===== src/rtl/mycpu_pkg.sv =====
// Shared definitions for the IO port block.
//   io_reg_t       : register map decoded from addr_in[2:0]
//   CTRL_* / STAT_*: bit positions inside CTRL and STATUS
//   CTRL_WR_MASK   : writable CTRL bits (timer bits only with IO_PORT_TIMER_EN)
// Optional feature macro: IO_PORT_TIMER_EN (compiles the interval timer).
package mycpu_pkg;

  localparam int unsigned DATA_W = 16;
  localparam int unsigned DEC_W  = 3;
  localparam int unsigned CTRL_W = 4;
  localparam int unsigned STAT_W = 2;

  typedef enum logic [DEC_W-1:0] {
    REG_OUT    = 3'd0,
    REG_IN     = 3'd1,
    REG_STATUS = 3'd2,
    REG_CTRL   = 3'd3,
    REG_TCMP   = 3'd4,
    REG_TCNT   = 3'd5
  } io_reg_t;

  localparam int unsigned CTRL_TEN    = 0;
  localparam int unsigned CTRL_ARL    = 1;
  localparam int unsigned CTRL_IE_IN  = 2;
  localparam int unsigned CTRL_IE_TMR = 3;

  localparam int unsigned STAT_IN_CHG  = 0;
  localparam int unsigned STAT_TMR_HIT = 1;

`ifdef IO_PORT_TIMER_EN
  localparam logic [CTRL_W-1:0] CTRL_WR_MASK = 4'hF;
`else
  localparam logic [CTRL_W-1:0] CTRL_WR_MASK = 4'hC;
`endif

endpackage


===== src/rtl/io_sync2.sv =====
// Two-flop synchroniser for asynchronous inputs, parameterised width.
// Ports:
//   clk, rst_n : clock, async active-low reset
//   i_d        : asynchronous input
//   o_q1       : first stage (metastability catcher)
//   o_q2       : second stage (safe to use)
module io_sync2 #(
  parameter int unsigned W = 1
) (
  input  logic         clk,
  input  logic         rst_n,
  input  logic [W-1:0] i_d,
  output logic [W-1:0] o_q1,
  output logic [W-1:0] o_q2
);

  logic [W-1:0] r_q1;
  logic [W-1:0] r_q2;

  // Synchroniser stages
  always_ff @(posedge clk or negedge rst_n) begin
    if (!rst_n) begin
      r_q1 <= '0;
      r_q2 <= '0;
    end else begin
      r_q1 <= i_d;
      r_q2 <= r_q1;
    end
  end

  assign o_q1 = r_q1;
  assign o_q2 = r_q2;

endmodule


===== src/rtl/io_port.sv =====
// Memory-mapped IO port: output latch, synchronised input, change/timer
// status with clear-on-read, interrupt request and optional interval timer.
// Optional feature macro: IO_PORT_TIMER_EN (TCMP/TCNT and CTRL[1:0]).
// Ports:
//   clk, rst_n : clock, async active-low reset
//   iom_in     : IO cycle strobe
//   wen_in     : 0 = write, 1 = read
//   addr_in    : register address, [2:0] decoded
//   data_in    : write data
//   data_out   : combinational read data (0 outside read cycles)
//   pin_in     : asynchronous external inputs
//   pin_out    : registered external outputs
//   irq_out    : level interrupt request, combinational from registers
module io_port
  import mycpu_pkg::*;
#(
  parameter int unsigned PIN_W = 16
) (
  input  logic              clk,
  input  logic              rst_n,
  input  logic              iom_in,
  input  logic              wen_in,
  input  logic [DATA_W-1:0] addr_in,
  input  logic [DATA_W-1:0] data_in,
  output logic [DATA_W-1:0] data_out,
  input  logic [PIN_W-1:0]  pin_in,
  output logic [PIN_W-1:0]  pin_out,
  output logic              irq_out
);

  localparam logic [1:0] WARM_DONE = 2'd2;

  logic              w_wr;
  logic              w_rd;
  io_reg_t           w_sel;
  logic [PIN_W-1:0]  w_s1;
  logic [PIN_W-1:0]  w_s2;
  logic              w_in_chg_set;
  logic              w_tmr_hit_set;
  logic              w_unused;

  logic [PIN_W-1:0]  r_out;
  logic [PIN_W-1:0]  w_out_nxt;
  logic [CTRL_W-1:0] r_ctrl;
  logic [CTRL_W-1:0] w_ctrl_nxt;
  logic [STAT_W-1:0] r_status;
  logic [STAT_W-1:0] w_status_nxt;
  logic [1:0]        r_warm;

`ifdef IO_PORT_TIMER_EN
  logic [DATA_W-1:0] r_tcmp;
  logic [DATA_W-1:0] w_tcmp_nxt;
  logic [DATA_W-1:0] r_tcnt;
  logic [DATA_W-1:0] w_tcnt_nxt;
`endif

  assign w_wr  = iom_in & ~wen_in;
  assign w_rd  = iom_in & wen_in;
  assign w_sel = io_reg_t'(addr_in[DEC_W-1:0]);

  // Upper address bits alias; data_in bits beyond used fields are ignored
  assign w_unused = ^{addr_in[DATA_W-1:DEC_W], data_in};

  io_sync2 #(
    .W (PIN_W)
  ) u_sync (
    .clk   (clk),
    .rst_n (rst_n),
    .i_d   (pin_in),
    .o_q1  (w_s1),
    .o_q2  (w_s2)
  );

  // Counts the first two edges after reset so the synchroniser fill-in
  // is not reported as an input change
  always_ff @(posedge clk or negedge rst_n) begin
    if (!rst_n) begin
      r_warm <= '0;
    end else if (r_warm != WARM_DONE) begin
      r_warm <= r_warm + 2'd1;
    end
  end

  // Next-state logic for all registers
  always_comb begin
    w_out_nxt     = r_out;
    w_ctrl_nxt    = r_ctrl;
    w_status_nxt  = r_status;
    w_tmr_hit_set = 1'b0;
    // Second stage is about to load a value different from its current one
    w_in_chg_set  = (r_warm == WARM_DONE) && (w_s1 != w_s2);

`ifdef IO_PORT_TIMER_EN
    w_tcmp_nxt = r_tcmp;
    w_tcnt_nxt = r_tcnt;
    if (r_ctrl[CTRL_TEN]) begin
      if (r_tcnt == r_tcmp) begin
        w_tmr_hit_set = 1'b1;
        w_tcnt_nxt    = '0;
        if (!r_ctrl[CTRL_ARL]) begin
          w_ctrl_nxt[CTRL_TEN] = 1'b0;
        end
      end else begin
        w_tcnt_nxt = r_tcnt + 16'd1;
      end
    end
`endif

    // Clear-on-read first so that same-cycle set events win
    if (w_rd && (w_sel == REG_STATUS)) begin
      w_status_nxt = '0;
    end
    if (w_in_chg_set) begin
      w_status_nxt[STAT_IN_CHG] = 1'b1;
    end
    if (w_tmr_hit_set) begin
      w_status_nxt[STAT_TMR_HIT] = 1'b1;
    end

    // Register writes override timer-driven updates
    if (w_wr) begin
      case (w_sel)
        REG_OUT:  w_out_nxt  = data_in[PIN_W-1:0];
        REG_CTRL: w_ctrl_nxt = data_in[CTRL_W-1:0] & CTRL_WR_MASK;
`ifdef IO_PORT_TIMER_EN
        REG_TCMP: w_tcmp_nxt = data_in;
        REG_TCNT: w_tcnt_nxt = data_in;
`endif
        default:  ;
      endcase
    end
  end

  // State registers
  always_ff @(posedge clk or negedge rst_n) begin
    if (!rst_n) begin
      r_out    <= '0;
      r_ctrl   <= '0;
      r_status <= '0;
`ifdef IO_PORT_TIMER_EN
      r_tcmp   <= '0;
      r_tcnt   <= '0;
`endif
    end else begin
      r_out    <= w_out_nxt;
      r_ctrl   <= w_ctrl_nxt;
      r_status <= w_status_nxt;
`ifdef IO_PORT_TIMER_EN
      r_tcmp   <= w_tcmp_nxt;
      r_tcnt   <= w_tcnt_nxt;
`endif
    end
  end

  // Zero-latency read mux
  always_comb begin
    data_out = '0;
    if (w_rd) begin
      case (w_sel)
        REG_OUT:    data_out = DATA_W'(r_out);
        REG_IN:     data_out = DATA_W'(w_s2);
        REG_STATUS: data_out = DATA_W'(r_status);
        REG_CTRL:   data_out = DATA_W'(r_ctrl);
`ifdef IO_PORT_TIMER_EN
        REG_TCMP:   data_out = r_tcmp;
        REG_TCNT:   data_out = r_tcnt;
`endif
        default:    data_out = '0;
      endcase
    end
  end

  assign pin_out = r_out;
  assign irq_out = (r_status[STAT_IN_CHG]  & r_ctrl[CTRL_IE_IN]) |
                   (r_status[STAT_TMR_HIT] & r_ctrl[CTRL_IE_TMR]);

endmodule


===== config.mk =====
export PLATFORM = sky130hd
export DESIGN_NAME = io_port
export DESIGN_NICKNAME = d
export VERILOG_FILES = /design/src/rtl/mycpu_pkg.sv /design/src/rtl/io_sync2.sv /design/src/rtl/io_port.sv
export SDC_FILE = /design/constraint.sdc
export NUM_CORES = 1
export LEC_CHECK = 0
export ABC_AREA = 1
export CAP_MARGIN = 20
export CORE_MARGIN = 2
export CORE_UTILIZATION = 40
export CTS_CLUSTER_DIAMETER = 100
export DETAILED_ROUTE_END_ITERATION = 10
export PLACE_DENSITY = 0.73
export SYNTH_ARGS = -nofsm -noshare
export SYNTH_HDL_FRONTEND = slang
export SYNTH_SLANG_ARGS = --single-unit

===== constraint.sdc =====
create_clock -name clk -period 2.7 [get_ports clk]
set_clock_uncertainty 0.05 [all_clocks]
set_input_delay 0.27 -clock clk [delete_from_list [all_inputs] [get_ports clk]]
set_output_delay 0.27 -clock clk [all_outputs]
set_load 0.02 [all_outputs]

Word level (Yosys, flattened, before mapping)
Index checks and enable logic that the tools add are counted.

Flip-flop bits (word level): 53. Output and inout port bits: 33. Logic and storage cells: 27.

Add/sub/neg operators: 1. Equality and inequality tests: 6. Multiplexer cells: 4. Bitwise gates (word level): 4. Reductions and logical operators: 6.

Operators by type and width (count): 16-bit case mux with 4 select lines (1); 16-bit 2-to-1 mux (1); 16-bit inequality test (1); 3-bit by 2-bit equality test with 1-bit output (second input constant) (2); 2-bit AND reduction (2); 1-bit bitwise AND (3); 3-bit by 1-bit equality test with 1-bit output (second input constant) (1); 3-bit logical NOT (1); 2-bit by 1-bit adder with 2-bit output (second input constant) (1); 2-bit equality test (second input constant) (1); 1-bit logical AND (2); 1-bit 2-to-1 mux (2); 2-bit inequality test (second input constant) (1); 2-bit nonzero test (1); 1-bit inverter (1).

Depth between registers and ports, before layout
Word-level depth: 4. Mapped depth: 9. Depth with buffers taken out: 9.

Hierarchy
From an unflattened synthesis, not the netlist that was laid out.

Cell total of the unflattened synthesis: 252. Area, all modules: 2275.9 sq um.

By module, submodules not included: io_port (instances 1, cells each 220, area each 1475.2 sq um, seq. area each 525.5 sq um); io_sync2 (instances 1, cells each 32, area each 800.8 sq um, seq. area each 800.8 sq um).

Least setup slack after synthesis
OpenSTA, ideal clock, no wires.

Path type: in2out. Start: input addr_in[1]. End: output data_out[10]. Arrival: 1.140 ns. Required time: 2.380 ns. Path slack: 1.240 ns. Cell stages on the path: 6. Path through: nor2_2 > nand2_1 > clkinv_2 > buf_2 > nand2_1 > a21oi_1.

Word-level cells in the longest chain between the ends: 3.

RTL lines: start: declaration (RTL line io_port.sv:23) `input logic [DATA_W-1:0] addr_in,`; 3-bit by 2-bit equality test with 1-bit output, or another cell as far along (RTL line io_port.sv:159) `case (w_sel)`; 16-bit case mux with 4 select lines * (RTL line io_port.sv:159); 16-bit 2-to-1 mux * (RTL line io_port.sv:158) `if (w_rd) begin`; end: declaration (RTL line io_port.sv:25) `output logic [DATA_W-1:0] data_out,`.

Every way passes the cells marked *; elsewhere a longest branch is shown, timed or not.

Worst setup path in the final report
Start: input addr_in[1]. End: output data_out[14].

Same word-level chain as after synthesis.

==> impl_metrics.yaml <==
logic_synthesis:
  yosysMostFrequentCell: "nand2_1"
  synth_top_area_cell: "dfrtp_1"
  synth_top_area_share_pct: 58.3
  synth_area_mm2: 0.00228
  ys_warn_count: 0
  synthTopCellsByArea: "dfrtp_1, nand2_1, inv_1, mux2_2, mux2_4"
  synth_edf_count: 0
  synth-seq-cells: 53
  async_reset_ff_share_pct: 100
  yosysUniqueCellTypes: 19
  yosys-top-cells-count: "nand2_1, dfrtp_1, inv_1"
  synth_area_per_cell_um2: 9.03
  synth_nets: 305
  synth-main-ff-cell: "dfrtp_1"
  netlist_instances: 252
  seq_area_frac_synth_pct: 58.3
sta:
  whs_ns: 0.350
  tightest_slew_ns: 0.660
  drv_slew: 0
  finalHoldViolCount: 0
  fmax_mhz: 407
  relSlewSlack_pct: 56.0
  fin_crit_ns: 2.46
  fin_setup_tns_ns: 0
  rsz0062_at_grt: "false"
  fin_crit_sh_pct: 91.0
  setup_viol: 0
final_layout:
  fill_cells: 509
  diodes: 0
  synthToLayoutAreaGrowth_pct: 40.4
  final_net_count: 383
  layout-drive-gt1-share_pct: 8.79
outcome:
  run_status: "completed"
detailed_routing:
  vias_per_cell: 4.51
  antenna_left: 0
  drt_iter0_markers: 82
  remaining_drc_errors: 0
  wl_mm: 4.74
  dr.pass1.iters: 4
  routedWlPerCell_um: 11.8
  dr_total_vias: 1815
placement:
  port_buffers: 71
  gp_congestion: 0.794
  hpwlAfterDp_mm: 3.65
clocking:
  cts-resized-gates: 0
  cts.sinks: 53
  cts_tree: "built"
  clock-root-buffer: "clkbuf_8"
  clock_latency_ns: 0.30
  numCtsBuffers: 5
  h-tree-depth: 2
  postCtsSetupBuffers: 0
  clk_pin_slew_ns: 0.09
  clockBufferDepth: 2
floorplanning:
  ioPinCount: 85
  rows: 27
  die_w_um: 79.4
  start_util_pct: 41.3
  die_area_mm2: 0.00631
  die_y_um: 79.4
  core_mm2: 0.00551
power_and_ir_drop:
  powerDensity_mw_per_mm2: 586
  irDropWorstVdd_uv: 301
  leakagePower_uw: 0.00158
global_route:
  grt_pass1_wl_mm: 8.00
  overflow: 0
  grt_usage_pct: 16.6
  antenna_found_initial: 0
  grt_pass1_vias: 1709
  grt_max_degree: 31
setup_path:
  critPathArrivalTime_ns: 2.14
  critPathKind: "in2out"
  worst_setup_path_end_kind: "primary output"
  crit_required_ns: 2.38
  cp-start-kind: "primary input"
  cp_max_fo: 11
run:
  maxCapViolations: 0
hold_path:
  min_path_type: "reg2reg"
## state kept, by name, summed over array words and instances (netlist names)
name and cells:
u_sync.o_q2 16, r_ctrl 2, r_status 1, pin_out 16, r_warm 2, u_sync.o_q1 16
## kinds of logic after synthesis
family | count (synthesis) | share of synthesized area [%]
AOI/OAI and AO/OA | 22 | 5.22
xor gates and xnor gates | 1 | 0.385
adders and majority gates | 1 | 0.550
buffers and inverters | 46 | 8.08
DFF | 53 | 58.3
muxes | 14 | 7.92
and+or+nand+nor | 115 | 19.6
## critical path, cell delays in order
cell	delay, ns
clkdlybuf4s50_1	0.46
nor2_2	0.14
nand2_1	0.13
inv_1	0.16
buf_12	0.14
nand2_1	0.05
a21oi_1	0.14
clkdlybuf4s50_1	0.64
## placed cells by master, fill, tap and decap left out
master / instances
clkinv_2: 2
nand2_1: 92
nor2_1: 19
dfrtp_1: 53
clkbuf_8: 5
nand3_1: 1
nand2_4: 1
buf_2: 1
o211ai_1: 2
clkdlybuf4s50_1: 70
mux2_2: 8
o21ai_0: 6
o221ai_1: 1
dlygate4sd3_1: 1
nor2_2: 2
bufinv_16: 1
mux2_4: 6
xnor2_1: 1
ha_1: 1
inv_1: 41
buf_12: 1
buf_4: 2
a21oi_1: 13
## worst paths after layout
path / startpoint / slack, ns / cells after the start / to
worst min register to register: u_sync.o_q1[10] / 0.35 / 0 / u_sync.o_q2[10]
worst max-delay path: addr_in[1] / 0.24 / 8 / data_out[14]
max in group asynchronous: rst_n / 1.49 / 3 / u_sync.o_q1[13]
min in group asynchronous: rst_n / 0.48 / 2 / u_sync.o_q1[9]
worst min-delay path: u_sync.o_q1[10] / 0.35 / 0 / u_sync.o_q2[10]
worst max register to register: u_sync.o_q2[13] / 1.54 / 8 / r_status[0]
## timing repair
action / in CTS / in global routing
hold endpoints to repair: 28 / 0
setup endpoints to repair: 0 / 0
hold buffers: 1 / 0
## final cells by class
type | instances | area, µm² | share of cell area [%]
clock buffer | 5 | 68.8 | 2.15
clock inverter | 2 | 35.0 | 1.10
inverter | 42 | 159 | 4.97
multi-input combinational | 153 | 766 | 24.0
sequential | 53 | 1330 | 41.5
tap | 72 | 90.1 | 2.82
timing repair buffer | 75 | 751 | 23.5
## per-layer routing
layer | wire (µm) | vias to the layer above | GRT usage [%] | part of all wire [%]
li1 | - | 912 | - | -
met1 | 2070 | 851 | 21.3 | 44
met2 | 2390 | 43 | 27.6 | 50
met3 | 181 | 9 | 2.83 | 3.8
met4 | 103 | 0 | 7.07 | 2.2
met5 | 0 | - | 0 | 0
## stage by stage
| step | util [%] | std cells | worst slack (ns) | cell area, µm² | total power [µW] |
|---|---|---|---|---|---|
| 2_1_floorplan | - | 252 | 1.24 | 2280 | 1150 |
| 3_3_place_gp | 56.0 | 394 | 0.276 | 3080 | 1380 |
| 3_5_place_dp | 56.0 | 394 | 0.242 | 3080 | 1390 |
| 4_1_cts | 58.0 | 402 | 0.234 | 3200 | 1900 |
| 5_1_grt | 58.0 | 402 | 0.111 | 3200 | 1980 |
| 6_report | 58.0 | 402 | 0.242 | 3200 | 1870 |
## power breakdown
| group | internal, µW | switching [µW] |
|---|---|---|
| clock | 270 | 236 |
| combinational | 232 | 191 |
| sequential | 879 | 67.7 |
| total | 1380 | 494 |
Note: power is estimated with default switching activity, not from simulation.
